`src/rtl/spi_mem_arbiter_pkg.sv`:
```
// Shared types and the 2-way round-robin/lock pick function for the SPI SRAM arbiter.
package spi_arb_pkg;
  localparam int ADDR_W = 24;
  localparam int DATA_W = 8;

  typedef enum logic {ARB_IDLE, ARB_BUSY} arb_state_t;

  typedef struct packed {
    logic [ADDR_W-1:0] addr;
    logic              wr;
    logic [DATA_W-1:0] wdata;
  } mem_req_t;

  // Returns {grant_valid, grant_idx}. A held lock masks the port that does not own it.
  function automatic logic [1:0] arb_pick(input logic [1:0] valid, input logic last_owner,
                                          input logic lock_hold, input logic owner);
    logic [1:0] v;
    logic [1:0] res;
    v = valid;
    if (lock_hold) begin
      v = owner ? (valid & 2'b10) : (valid & 2'b01);
    end
    case (v)
      2'b01:   res = 2'b10;
      2'b10:   res = 2'b11;
      2'b11:   res = {1'b1, ~last_owner};
      default: res = 2'b00;
    endcase
    return res;
  endfunction
endpackage

```
`src/rtl/spi_mem_arbiter_if.sv`:
```
// Requester-side and SPI-master-side bus bundles for the SPI SRAM arbiter.
interface spi_arb_req_if;
  logic                           valid;
  logic [spi_arb_pkg::ADDR_W-1:0] addr;
  logic                           wr;
  logic [spi_arb_pkg::DATA_W-1:0] wdata;
  logic                           lock;
  logic                           ready;
  logic [spi_arb_pkg::DATA_W-1:0] rdata;

  modport master (output valid, addr, wr, wdata, lock, input ready, rdata);
  modport slave  (input valid, addr, wr, wdata, lock, output ready, rdata);
endinterface

interface spi_arb_mem_if;
  logic [spi_arb_pkg::ADDR_W-1:0] addr;
  logic                           en;
  logic                           wr;
  logic [spi_arb_pkg::DATA_W-1:0] wdata;
  logic                           rdy;
  logic [spi_arb_pkg::DATA_W-1:0] rdata;

  modport master (output addr, en, wr, wdata, input rdy, rdata);
  modport slave  (input addr, en, wr, wdata, output rdy, rdata);
endinterface

```
`src/rtl/spi_mem_arbiter_rr_pick.sv`:
```
// Combinational 2-way round-robin picker with per-port lock masking.
module spi_arb_rr_pick
  import spi_arb_pkg::*;
(
  input  logic [1:0] valid,
  input  logic       last_owner,
  input  logic       lock_hold,
  input  logic       owner,
  output logic       grant_valid,
  output logic       grant_idx
);
  assign {grant_valid, grant_idx} = arb_pick(valid, last_owner, lock_hold, owner);
endmodule

```
`src/rtl/spi_mem_arbiter.sv`:
```
// Shares one SPI SRAM master between two requesters; one atomic access at a time,
// round-robin on ties, optional lock to keep consecutive accesses on one port.
module spi_mem_arbiter
  import spi_arb_pkg::*;
(
  input  logic          clk,
  input  logic          rst,
  spi_arb_req_if.slave  p0,
  spi_arb_req_if.slave  p1,
  spi_arb_mem_if.master mem,
  output logic          busy_owner
);
  arb_state_t state_q, state_d;
  mem_req_t   req_q, req_d;
  logic       owner_q, owner_d;
  logic       last_owner_q, last_owner_d;
  logic       lock_hold_q, lock_hold_d;

  logic [1:0] req_valid, req_lock, pick_valid;
  logic       pick_lock, grant_valid, grant_idx, done;
  mem_req_t   win_req;

  assign req_valid = {p1.valid, p0.valid};
  assign req_lock  = {p1.lock, p0.lock};
  assign done      = (state_q == ARB_BUSY) && mem.rdy;

  // On completion the finishing port is out of the race and its lock bit decides masking now.
  always_comb begin
    pick_valid = req_valid;
    pick_lock  = lock_hold_q;
    if (done) begin
      pick_valid[owner_q] = 1'b0;
      pick_lock           = req_lock[owner_q];
    end
  end

  spi_arb_rr_pick u_pick (
    .valid       (pick_valid),
    .last_owner  (last_owner_q),
    .lock_hold   (pick_lock),
    .owner       (owner_q),
    .grant_valid (grant_valid),
    .grant_idx   (grant_idx)
  );

  always_comb begin
    win_req = grant_idx ? '{addr: p1.addr, wr: p1.wr, wdata: p1.wdata}
                        : '{addr: p0.addr, wr: p0.wr, wdata: p0.wdata};
  end

  always_comb begin
    state_d      = state_q;
    req_d        = req_q;
    owner_d      = owner_q;
    last_owner_d = last_owner_q;
    lock_hold_d  = lock_hold_q;
    case (state_q)
      ARB_IDLE: begin
        if (grant_valid) begin
          state_d      = ARB_BUSY;
          req_d        = win_req;
          owner_d      = grant_idx;
          last_owner_d = grant_idx;
          lock_hold_d  = 1'b0;
        end else if (lock_hold_q && !req_valid[owner_q]) begin
          // Locked port went quiet for a whole idle cycle: release so the other side cannot starve.
          lock_hold_d = 1'b0;
        end
      end
      ARB_BUSY: begin
        if (mem.rdy) begin
          lock_hold_d = req_lock[owner_q];
          if (grant_valid) begin
            req_d        = win_req;
            owner_d      = grant_idx;
            last_owner_d = grant_idx;
            lock_hold_d  = 1'b0;
          end else begin
            state_d = ARB_IDLE;
          end
        end
      end
      default: state_d = ARB_IDLE;
    endcase
  end

  always_ff @(posedge clk) begin
    if (rst) begin
      state_q      <= ARB_IDLE;
      req_q        <= '0;
      owner_q      <= 1'b0;
      last_owner_q <= 1'b1;
      lock_hold_q  <= 1'b0;
    end else begin
      state_q      <= state_d;
      req_q        <= req_d;
      owner_q      <= owner_d;
      last_owner_q <= last_owner_d;
      lock_hold_q  <= lock_hold_d;
    end
  end

  assign mem.en    = (state_q == ARB_BUSY);
  assign mem.addr  = req_q.addr;
  assign mem.wr    = req_q.wr;
  assign mem.wdata = req_q.wdata;

  assign p0.ready  = done && !owner_q;
  assign p1.ready  = done && owner_q;
  assign p0.rdata  = mem.rdata;
  assign p1.rdata  = mem.rdata;

  assign busy_owner = owner_q;
endmodule

```
`src/flat_wrapper.sv`:
```
// flat-port wrapper written by rule: the top's interface ports become plain ports
module spi_mem_arbiter_flat import spi_arb_pkg::*;
  (clk, rst, busy_owner, p0_valid, p0_addr, p0_wr, p0_wdata, p0_lock, p0_ready, p0_rdata, p1_valid, p1_addr, p1_wr, p1_wdata, p1_lock, p1_ready, p1_rdata, mem_addr, mem_en, mem_wr, mem_wdata, mem_rdy, mem_rdata);
  spi_arb_req_if p0_i ();
  spi_arb_req_if p1_i ();
  spi_arb_mem_if mem_i ();
  input  logic clk;
  input  logic rst;
  output logic busy_owner;
  input wire logic [$bits(p0_i.valid)-1:0] p0_valid;
  input wire logic [$bits(p0_i.addr)-1:0] p0_addr;
  input wire logic [$bits(p0_i.wr)-1:0] p0_wr;
  input wire logic [$bits(p0_i.wdata)-1:0] p0_wdata;
  input wire logic [$bits(p0_i.lock)-1:0] p0_lock;
  output wire logic [$bits(p0_i.ready)-1:0] p0_ready;
  output wire logic [$bits(p0_i.rdata)-1:0] p0_rdata;
  input wire logic [$bits(p1_i.valid)-1:0] p1_valid;
  input wire logic [$bits(p1_i.addr)-1:0] p1_addr;
  input wire logic [$bits(p1_i.wr)-1:0] p1_wr;
  input wire logic [$bits(p1_i.wdata)-1:0] p1_wdata;
  input wire logic [$bits(p1_i.lock)-1:0] p1_lock;
  output wire logic [$bits(p1_i.ready)-1:0] p1_ready;
  output wire logic [$bits(p1_i.rdata)-1:0] p1_rdata;
  output wire logic [$bits(mem_i.addr)-1:0] mem_addr;
  output wire logic [$bits(mem_i.en)-1:0] mem_en;
  output wire logic [$bits(mem_i.wr)-1:0] mem_wr;
  output wire logic [$bits(mem_i.wdata)-1:0] mem_wdata;
  input wire logic [$bits(mem_i.rdy)-1:0] mem_rdy;
  input wire logic [$bits(mem_i.rdata)-1:0] mem_rdata;
  assign p0_i.valid = p0_valid;
  assign p0_i.addr = p0_addr;
  assign p0_i.wr = p0_wr;
  assign p0_i.wdata = p0_wdata;
  assign p0_i.lock = p0_lock;
  assign p0_ready = p0_i.ready;
  assign p0_rdata = p0_i.rdata;
  assign p1_i.valid = p1_valid;
  assign p1_i.addr = p1_addr;
  assign p1_i.wr = p1_wr;
  assign p1_i.wdata = p1_wdata;
  assign p1_i.lock = p1_lock;
  assign p1_ready = p1_i.ready;
  assign p1_rdata = p1_i.rdata;
  assign mem_addr = mem_i.addr;
  assign mem_en = mem_i.en;
  assign mem_wr = mem_i.wr;
  assign mem_wdata = mem_i.wdata;
  assign mem_i.rdy = mem_rdy;
  assign mem_i.rdata = mem_rdata;
  spi_mem_arbiter u_core (.clk(clk), .rst(rst), .p0(p0_i), .p1(p1_i), .mem(mem_i), .busy_owner(busy_owner));
endmodule
```
`config.mk`:
```
export PLATFORM = sky130hd
export DESIGN_NAME = spi_mem_arbiter_flat
export DESIGN_NICKNAME = d
export VERILOG_FILES = /design/src/rtl/spi_mem_arbiter_pkg.sv /design/src/rtl/spi_mem_arbiter_if.sv /design/src/rtl/spi_mem_arbiter_rr_pick.sv /design/src/rtl/spi_mem_arbiter.sv /design/src/flat_wrapper.sv
export SDC_FILE = /design/constraint.sdc
export NUM_CORES = 1
export LEC_CHECK = 0
export CAP_MARGIN = 20
export CORE_UTILIZATION = 40
export CTS_CLUSTER_DIAMETER = 100
export DETAILED_ROUTE_END_ITERATION = 10
export GPL_ROUTABILITY_DRIVEN = 0
export PLACE_DENSITY = 0.82
export SYNTH_ARGS = -nofsm -noshare
export SYNTH_HDL_FRONTEND = slang
export SYNTH_SLANG_ARGS = --single-unit
```
`constraint.sdc`:
```
create_clock -name clk -period 4 [get_ports clk]
set_clock_uncertainty 0.15 [all_clocks]
set_input_delay 1.2 -clock clk [delete_from_list [all_inputs] [get_ports clk]]
set_output_delay 1.2 -clock clk [all_outputs]
set_load 0.005 [all_outputs]
```
=== Word level (Yosys, flattened, before mapping) ===
Index checks and enable logic that the tools add are counted.

* Magnitude comparators: 2
* Reductions and logical operators: 8
* Bitwise operators: 4
* Equal/unequal tests: 5
* Muxes and demuxes: 29

{| class="wikitable"
|+ Operator list
! kind !! number
|-
| $mux W33 || 3
|-
| $pmux W33 S2 || 1
|-
| $mux W1 || 16
|-
| $pmux W1 S2 || 4
|-
| $mux W2 || 3
|-
| $pmux W2 S3 || 1
|-
| $logic_and A1 B1 Y1 || 5
|-
| $eq A2 B2 Y1 const B || 2
|-
| $ne A3 B1 Y1 const B || 1
|-
| $and A2 B2 Y2 || 1
|-
| $eq A2 B1 Y1 const B || 1
|-
| $logic_not A1 Y1 || 2
|-
| $lt A1 B2 Y1 const B || 1
|-
| $ne A2 B2 Y1 const B || 1
|-
| $not A1 Y1 || 2
|-
| $not A2 Y2 || 1
|-
| $reduce_and A2 Y1 || 1
|-
| $demux W1 S1 || 1
|-
| $ge A1 B1 Y1 const B || 1
|}

* Logic and storage cells: 55
* Output and inout bits: 53
* Flip-flop bits (word level): 37

=== Logic depth before layout (Yosys ltp) ===
Gate-level depths: netlist of run 1.

* Word-level depth: 15
* Gate-level depth with buffers: 8
* Gate-level depth less buffers: 4

=== Modules after synthesis ===
From an unflattened synthesis of run 1, not the netlist that was laid out.

* Cell total of the unflattened synthesis: 199
* Area, all modules: 2215.9 sq um

{| class="wikitable"
|+ Modules (own cells, without submodules)
! module !! sequential area each (sq um) !! instances !! area each (sq um) !! cells an instance
|-
| spi_mem_arbiter || 740.7 || 1 || 2180.8 || 193
|-
| spi_arb_rr_pick || 0.0 || 1 || 35.0 || 6
|}

=== Least setup slack after synthesis of run 1 ===
OpenSTA, ideal clock, no wires.

* Path kind: input -> output
* Start point: input port mem_rdy
* End point: output port p0_ready
* Path buffers: 0
* Cell stages on the path: 2
* Data required time: 2650 ps
* Path slack: 1142 ps
* Arrival: 1508 ps
* Cell sequence: and2_1 nor2b_1

* Cells in the longest elaborated chain, start to end: 2

{| class="wikitable"
|+ Ends and longest elaborated chain
! item !! RTL line !! source
|-
| start: declaration || flat_wrapper.sv:28 || <nowiki>input wire logic [$bits(mem_i.rdy)-1:0] mem_rdy;</nowiki>
|-
| $logic_and A1 B1 Y1 || spi_mem_arbiter.sv:25 || <nowiki>assign done = (state_q == ARB_BUSY) && mem.rdy;</nowiki>
|-
| $logic_and A1 B1 Y1 || spi_mem_arbiter.sv:108 || <nowiki>assign p0.ready = done && !owner_q;</nowiki>
|-
| end: declaration || flat_wrapper.sv:15 || <nowiki>output wire logic [$bits(p0_i.ready)-1:0] p0_ready;</nowiki>
|}

Every way passes these cells.

=== Worst setup path in the final report of run 1 ===
Same ends and word-level chain as after synthesis.

==> impl_results.md, run 1 <==
* Outcome: complete, no violations
* Vias in the first global route at 2340
* Maximum VDD drop at approximately 230 µV
* GRT Util Overall at 24.41%
* FF-to-FF Start: u_core.busy_owner
* Number of synthesized register bits at 37
* Min-delay src: u_core.last_owner_q
* Cell count after placement at 392
* Grt ovf at 0
* TritonRoute pass-1 iters at 4
* Synth async-reset ratio at 0%
* Setup TNS at 0 ns
* Synth Instances at 244
* Antenna-violating nets left at 0
* FMAX at 0.2592 GHz
* Share of cells above drive strength 1 at 16.97%
* Yosys top cell area share at 33.69%
* Hold buffer count at cts at 0
* Hold path depth at 2
* Vias/cell at around 5.7
* Pwr/cell area at 349.6 nW/µm²
* R2r setup slk at between 1.5 and 2 ns
* Fillers at 477
* Yosys Warn Count at 0
* DR WL/cell at roughly 17 µm
* CP arrival at roughly 2.5 ns
* WL final at 6649 µm
* Seq/Total Area, Yosys at 33.69%
* Post-synth top area cell: dfxtp_1
* Final core utilization at 64.13%
* Setup bufs post-CTS at 0
* Sequential cell area at between 700 and 800 µm²
* Core area at 5205 µm²
* H-tree Lvls at 2
* Area Growth Syn to Fin at 51.85%
* Port bufs at 109
* Chip height at 76.14 µm
* WP data required at between 2 and 3 ns
* Inserted Diodes at 0
* Nets@finish at 410
* Crit-path max FO at 4
* Sink Count at 37
* Fin cells at 400
* Relative slew slack at 63.67%
* Std-Cell Rows at 26
* Multi-input logic area at 1182 µm²
* RSZ-0062 raised after global routing: false
* Die area at 5797 µm²
* Worst-Skew Late Latency at between 0.2 and 0.3 ns
* Max_cap viols at 0
* Initial antenna violation count at 0
* Initial Utilization at 42.24%
* R2r endpoint: u_core.mem.addr[0]
* Number of synthesized flops with an enable pin at 0
* Via count at approximately 2300
* Placed Area at 3222 µm²
* Hold Crit Class: reg2reg
* Commonest cells in the netlist: 37 x dfxtp_1, 34 x nand3_1, 34 x o21ai_0, 33 x nor3_1, 29 x a311oi_2
* CTS tree: built
* Leakage at approximately 1.1 nW
* Final hold vios at 0
* Mapped cell area at roughly 2200 µm²
* Root Driver: clkbuf_8
* Yosys cell types at 29
* Crit. End Element: primary output
* Io pins at 134
* CTS buffer count at 5
* Dominant cells by area after synthesis: dfxtp_1 34%, a311oi_2 20%, nand3_1 7.7%
* Iter 0 DRT Violations at about 150
* Post-cts sizing count at 0
* Worst reg-to-reg path cell count at 6
* Hold worst-path end: u_core.last_owner_q
* First-pass GRT wire length at roughly 11000 µm
* Clk buf depth at 2
* Overall power at between 1 and 1.5 mW
* Synth Flop Type: dfxtp_1
* DRC violations left at 0
* Clock slew at reported path FFs at about 0.07 ns
* Die W at around 76 µm
* Max-slew violations at 0
* Final worst path period share at 96.47%
* Tmin final at 3.859 ns
* Post-Syn Area per Cell at 9.010 µm²
* Pin count of the biggest net entering global routing at 35
* Top-count cell post-synth: dfxtp_1
* Worst-Margin Slew at around 0.54 ns
* Setup violators final at 0
* Startpoint Class: primary input
* Crit path kind: in2out
* Fin area at 3338 µm²
* Synth Net Count at ~330
* DP HPWL at around 4800 µm
-- registers in the layout, summed over array words and instances (netlist names) --
register             count
u_core.mem.wr            1
u_core.busy_owner        1
u_core.mem.addr         24
u_core.last_owner_q      1
u_core.mem.wdata         8
u_core.mem.en            1
u_core.lock_hold_q       1
-- layout make-up --
cell class	count	area share (%)
tap	70	2.624
multi-input combinational	160	35.42
inverter	2	0.2249
sequential	37	22.19
clock inverter	1	0.8996
timing repair buffer	123	36.06
clock buffer	7	2.586
-- how the worst max path moves through the flow --
stage / slack (ns) / cells past startpoint / startpoint / to
after floorplan: 1.14 / 2 / mem_rdy / p0_ready
after global placement: 0.14 / 4 / mem_rdy / p0_ready
after detailed placement: 0.13 / 4 / mem_rdy / p0_ready
after CTS: 0.13 / 4 / mem_rdy / p0_ready
after global routing: 0.08 / 4 / mem_rdy / p0_ready
final: 0.14 / 4 / mem_rdy / p0_ready
-- per-layer routing --
metal / vias to the layer above / share of wire (%) / GRT usage (%)
met4: 0 / 1.9 / 9.615
li1: 1091 / - / -
met3: 15 / 7.6 / 7.186
met5: - / 0 / 0
met2: 109 / 50 / 42.36
met1: 1075 / 40 / 28.11
-- cell usage in the layout, fill, tap and decap left out, drive strengths merged, types with 2 or more instances in the layout --
master,count
dfxtp,37
clkdlybuf4s50,108
o211ai,4
and3,2
nand2b,2
mux2i,2
nor3,33
inv,2
nand3,34
clkbuf,7
a311oi,33
a21oi,2
nor2,3
o21ai,34
o211a,2
buf,15
-- through the flow --
stage / hold WS (ns) / setup WS (ns)
floorplan: 0.3400 / 1.142
global placement: 0.3618 / 0.1387
detailed placement: 0.3628 / 0.1325
CTS: 0.3736 / 0.1340
global route: 0.3846 / 0.08387
finish: 0.3744 / 0.1413
-- worst max-delay path, stage by stage --
cell and delay [ns]:
clkdlybuf4s50_1 0.48, and2_1 0.19, nor2b_1 0.14, clkdlybuf4s50_1 0.51
-- kinds of logic after synthesis --
| group | Yosys count | synth area share (%) |
|---|---|---|
| flip-flops | 37 | 33.69 |
| multiplexers | 2 | 0.9107 |
| AND/OR/NAND/NOR | 79 | 18.78 |
| AO/OA/AOI/OAI | 79 | 33.75 |
| buffers and inverters | 47 | 12.86 |
-- where the power goes --
| part | switching [mW] | internal, mW |
|---|---|---|
| Combinational | 0.172 | 0.217 |
| Sequential | 0.0291 | 0.412 |
| Clock | 0.134 | 0.203 |
| Total | 0.335 | 0.832 |
Power figures use the tool's default switching activity.
==> run 2: changes to the inputs <==
- CORE_MARGIN: not set -> 2
==> impl_results.md, run 2 (synthesis results as in run 1) <==
* Outcome: complete, no violations
* FMAX at 0.2564 GHz (-1.1%)
* Sequential cell area at 740.7 µm² (unchanged)
* Multi-input logic area at 1182 µm² (unchanged)
* Combinational fraction of design power at 35.2% (+1.9 points)
* Seq pwr share at 40.5% (+2.7 points)
* Crit. End Element: primary output
* CTS tree: built
* Sink Count at 37 (unchanged)
* Clk network pwr share at 24.3% (-4.6 points)
* Max-slew violations at 0 (unchanged)
* Pwr/cell area at 330.7 nW/µm² (-5.4%)
* R2r endpoint: u_core.mem.wdata[1]
* Die W at 78.14 µm (+2.6%)
* Initial Utilization at 42.24% (unchanged)
* Worst-Skew Late Latency at 0.28 ns (about the same)
* Fillers at 480 (+0.63%)
* Buffers plus inverters on the worst setup path at 2 (unchanged)
* Antenna-violating nets left at 0 (unchanged)
* Share of cells above drive strength 1 at 15.95% (-1.0 points)
* P_sw at 0.3220 mW (-3.8%)
* Crit-path max FO at 4 (unchanged)
* Worst Hold Slack at 0.3813 ns (+0.006887 ns)
* Port bufs at 109 (unchanged)
* Chip height at 78.14 µm (+2.6%)
* Worst-Margin Slew at 0.9636 ns (+0.4187 ns)
* Crit path launch: mem_rdy
* Setup TNS at 0 ns (unchanged)
* First-pass GRT wire length at 10230 µm (-9.8%)
* FF-to-FF Start: u_core.busy_owner
* Critical path, cell by cell: clkdlybuf4s50_1 > and2_1 > nor2b_1 > clkdlybuf4s50_1
* Leading cell type in the layout, fill and taps excluded: clkdlybuf4s50_1
* Most frequent cells in the layout: 108 x clkdlybuf4s50_1, 37 x dfxtp_1, 34 x o21ai_0, 34 x nand3_1, 33 x nor3_1
* P_int at 0.7604 mW (-8.6%)
* Tmin final at 3.900 ns (+0.04097 ns)
* Area Growth Syn to Fin at 48.89%
* Levels on crit path at 4 (unchanged)
* Worst reg-to-reg path cell count at 4 (-2)
* Most common cell on crit path: clkdlybuf4s50_1
* Nets@finish at 407 (-0.73%)
* GRT Util Overall at 20.90% (-3.5 points)
* Std-Cell Rows at 26 (unchanged)
* Clk buf depth at 2 (unchanged)
* Initial antenna violation count at 0 (unchanged)
* RSZ-0062 raised after global routing: false
* H-tree Lvls at 2 (unchanged)
* Root Driver: clkbuf_8
* TritonRoute pass-1 iters at 4 (unchanged)
* Via count at 2257 (-1.4%)
* Hold buffer count at cts at 0 (unchanged)
* Post-cts sizing count at 0 (unchanged)
* WP data required at 2.65 ns (about the same)
* Crit path largest cell delay at 0.51 ns (about the same)
* CTS buffer count at 5 (unchanged)
* Crit path kind: in2out
* DR WL/cell at 16.20 µm (-2.5%)
* Core area at 5205 µm² (unchanged)
* Sw Ratio at 29.75% (+1.1 points)
* Setup violators final at 0 (unchanged)
* Vias in the first global route at 2131 (-8.9%)
* Leakage at 1.109 nW (-2.9%)
* CP arrival at 2.55 ns (+0.04 ns)
* Grt ovf at 0 (unchanged)
* R2r setup slk at 1.65 ns (-0.11 ns)
* Io pins at 134 (unchanged)
* Final hold vios at 0 (unchanged)
* Min-delay src: u_core.last_owner_q
* Final worst path period share at 97.49% (+1.0 points)
* Max_cap viols at 0 (unchanged)
* Vias/cell at 5.699 (-0.45%)
* DRC violations left at 0 (unchanged)
* Largest register FFs at 24 (unchanged)
* Worst setup endpoint: p0_ready
* Die area at 6105 µm² (+5.3%)
* Inserted Diodes at 0 (unchanged)
* Slowest CP cell: clkdlybuf4s50_1
* Setup bufs post-CTS at 0 (unchanged)
* Relative slew slack at 35.76% (-28 points)
* Hold Crit Class: reg2reg
* Iter 0 DRT Violations at 217 (+43%)
* DP HPWL at 4498 µm (-5.8%)
* Maximum VDD drop at 180.7 µV (-21%)
* Clock slew at reported path FFs at 0.07 ns (about the same)
* Pin count of the biggest net entering global routing at 37 (+5.7%)
* WL final at 6416 µm (-3.5%)
* Startpoint Class: primary input
* Critical path's top delay family: buffers and inverters
==> run 2: worst min path at each step <==
stage / endpoint / slack, ns / cells after the start
after floorplan: u_core.last_owner_q / 0.34 / 2
after global placement: u_core.last_owner_q / 0.36 / 2
after detailed placement: u_core.last_owner_q / 0.37 / 2
after CTS: u_core.last_owner_q / 0.38 / 2
after global routing: u_core.last_owner_q / 0.44 / 2
final: u_core.last_owner_q / 0.38 / 2
==> run 2: final cells by class <==
cell class / instances / area share (%)
Timing Repair Buffer: 120 / 35.70
Clock buffer: 7 / 2.638
Multi-Input combinational cell: 160 / 36.12
Inverter: 2 / 0.2294
Tap cell: 70 / 2.676
Sequential cell: 37 / 22.63
==> run 2: per-layer routing <==
metal	part of all wire (%)	track usage, %	vias to the layer above	routed length [µm]
li1	-	-	1080	-
met1	40	24.71	1053	2584
met2	49	35.26	100	3142
met3	7.5	4.713	24	479
met4	3.3	11.05	0	210
met5	0	0	-	0
==> run 2: per-stage QoR <==
step	instance area (µm²)	total power [mW]	cells	utilization, %	setup slack [ns]
4_1_cts	3273	1.091	396	62.88	0.1001
2_1_floorplan	2198	0.6512	244	-	1.142
5_1_grt	3273	1.144	396	62.88	0.02857
6_report	3273	1.082	396	62.88	0.1004
3_5_place_dp	3187	0.8279	389	61.23	0.09863
3_3_place_gp	3187	0.8206	389	61.23	0.1343
==> run 2: power by group through the flow <==
stage / logic (mW) / clock network (mW) / registers [mW]
after detailed placement: 0.381 / 0 / 0.447
after CTS: 0.382 / 0.270 / 0.439
after global routing: 0.412 / 0.288 / 0.444
after global placement: 0.375 / 0 / 0.445
after floorplan: 0.205 / 0 / 0.446
final: 0.380 / 0.263 / 0.439
==> run 2: worst reg2reg max path: cells and delay by family (launching register included) <==
family | cells | cell delay [ns]
flops | 1 | 0.55
simple gates | 1 | 0.77
mux | 1 | 0.18
compound gates | 2 | 0.52
==> run 3: changes to the inputs <==
- ABC_CLOCK_PERIOD_IN_PS: not set -> 4000
==> results of run 3 <==
The final DEF is identical to that of run 2; final timing and power are the same.
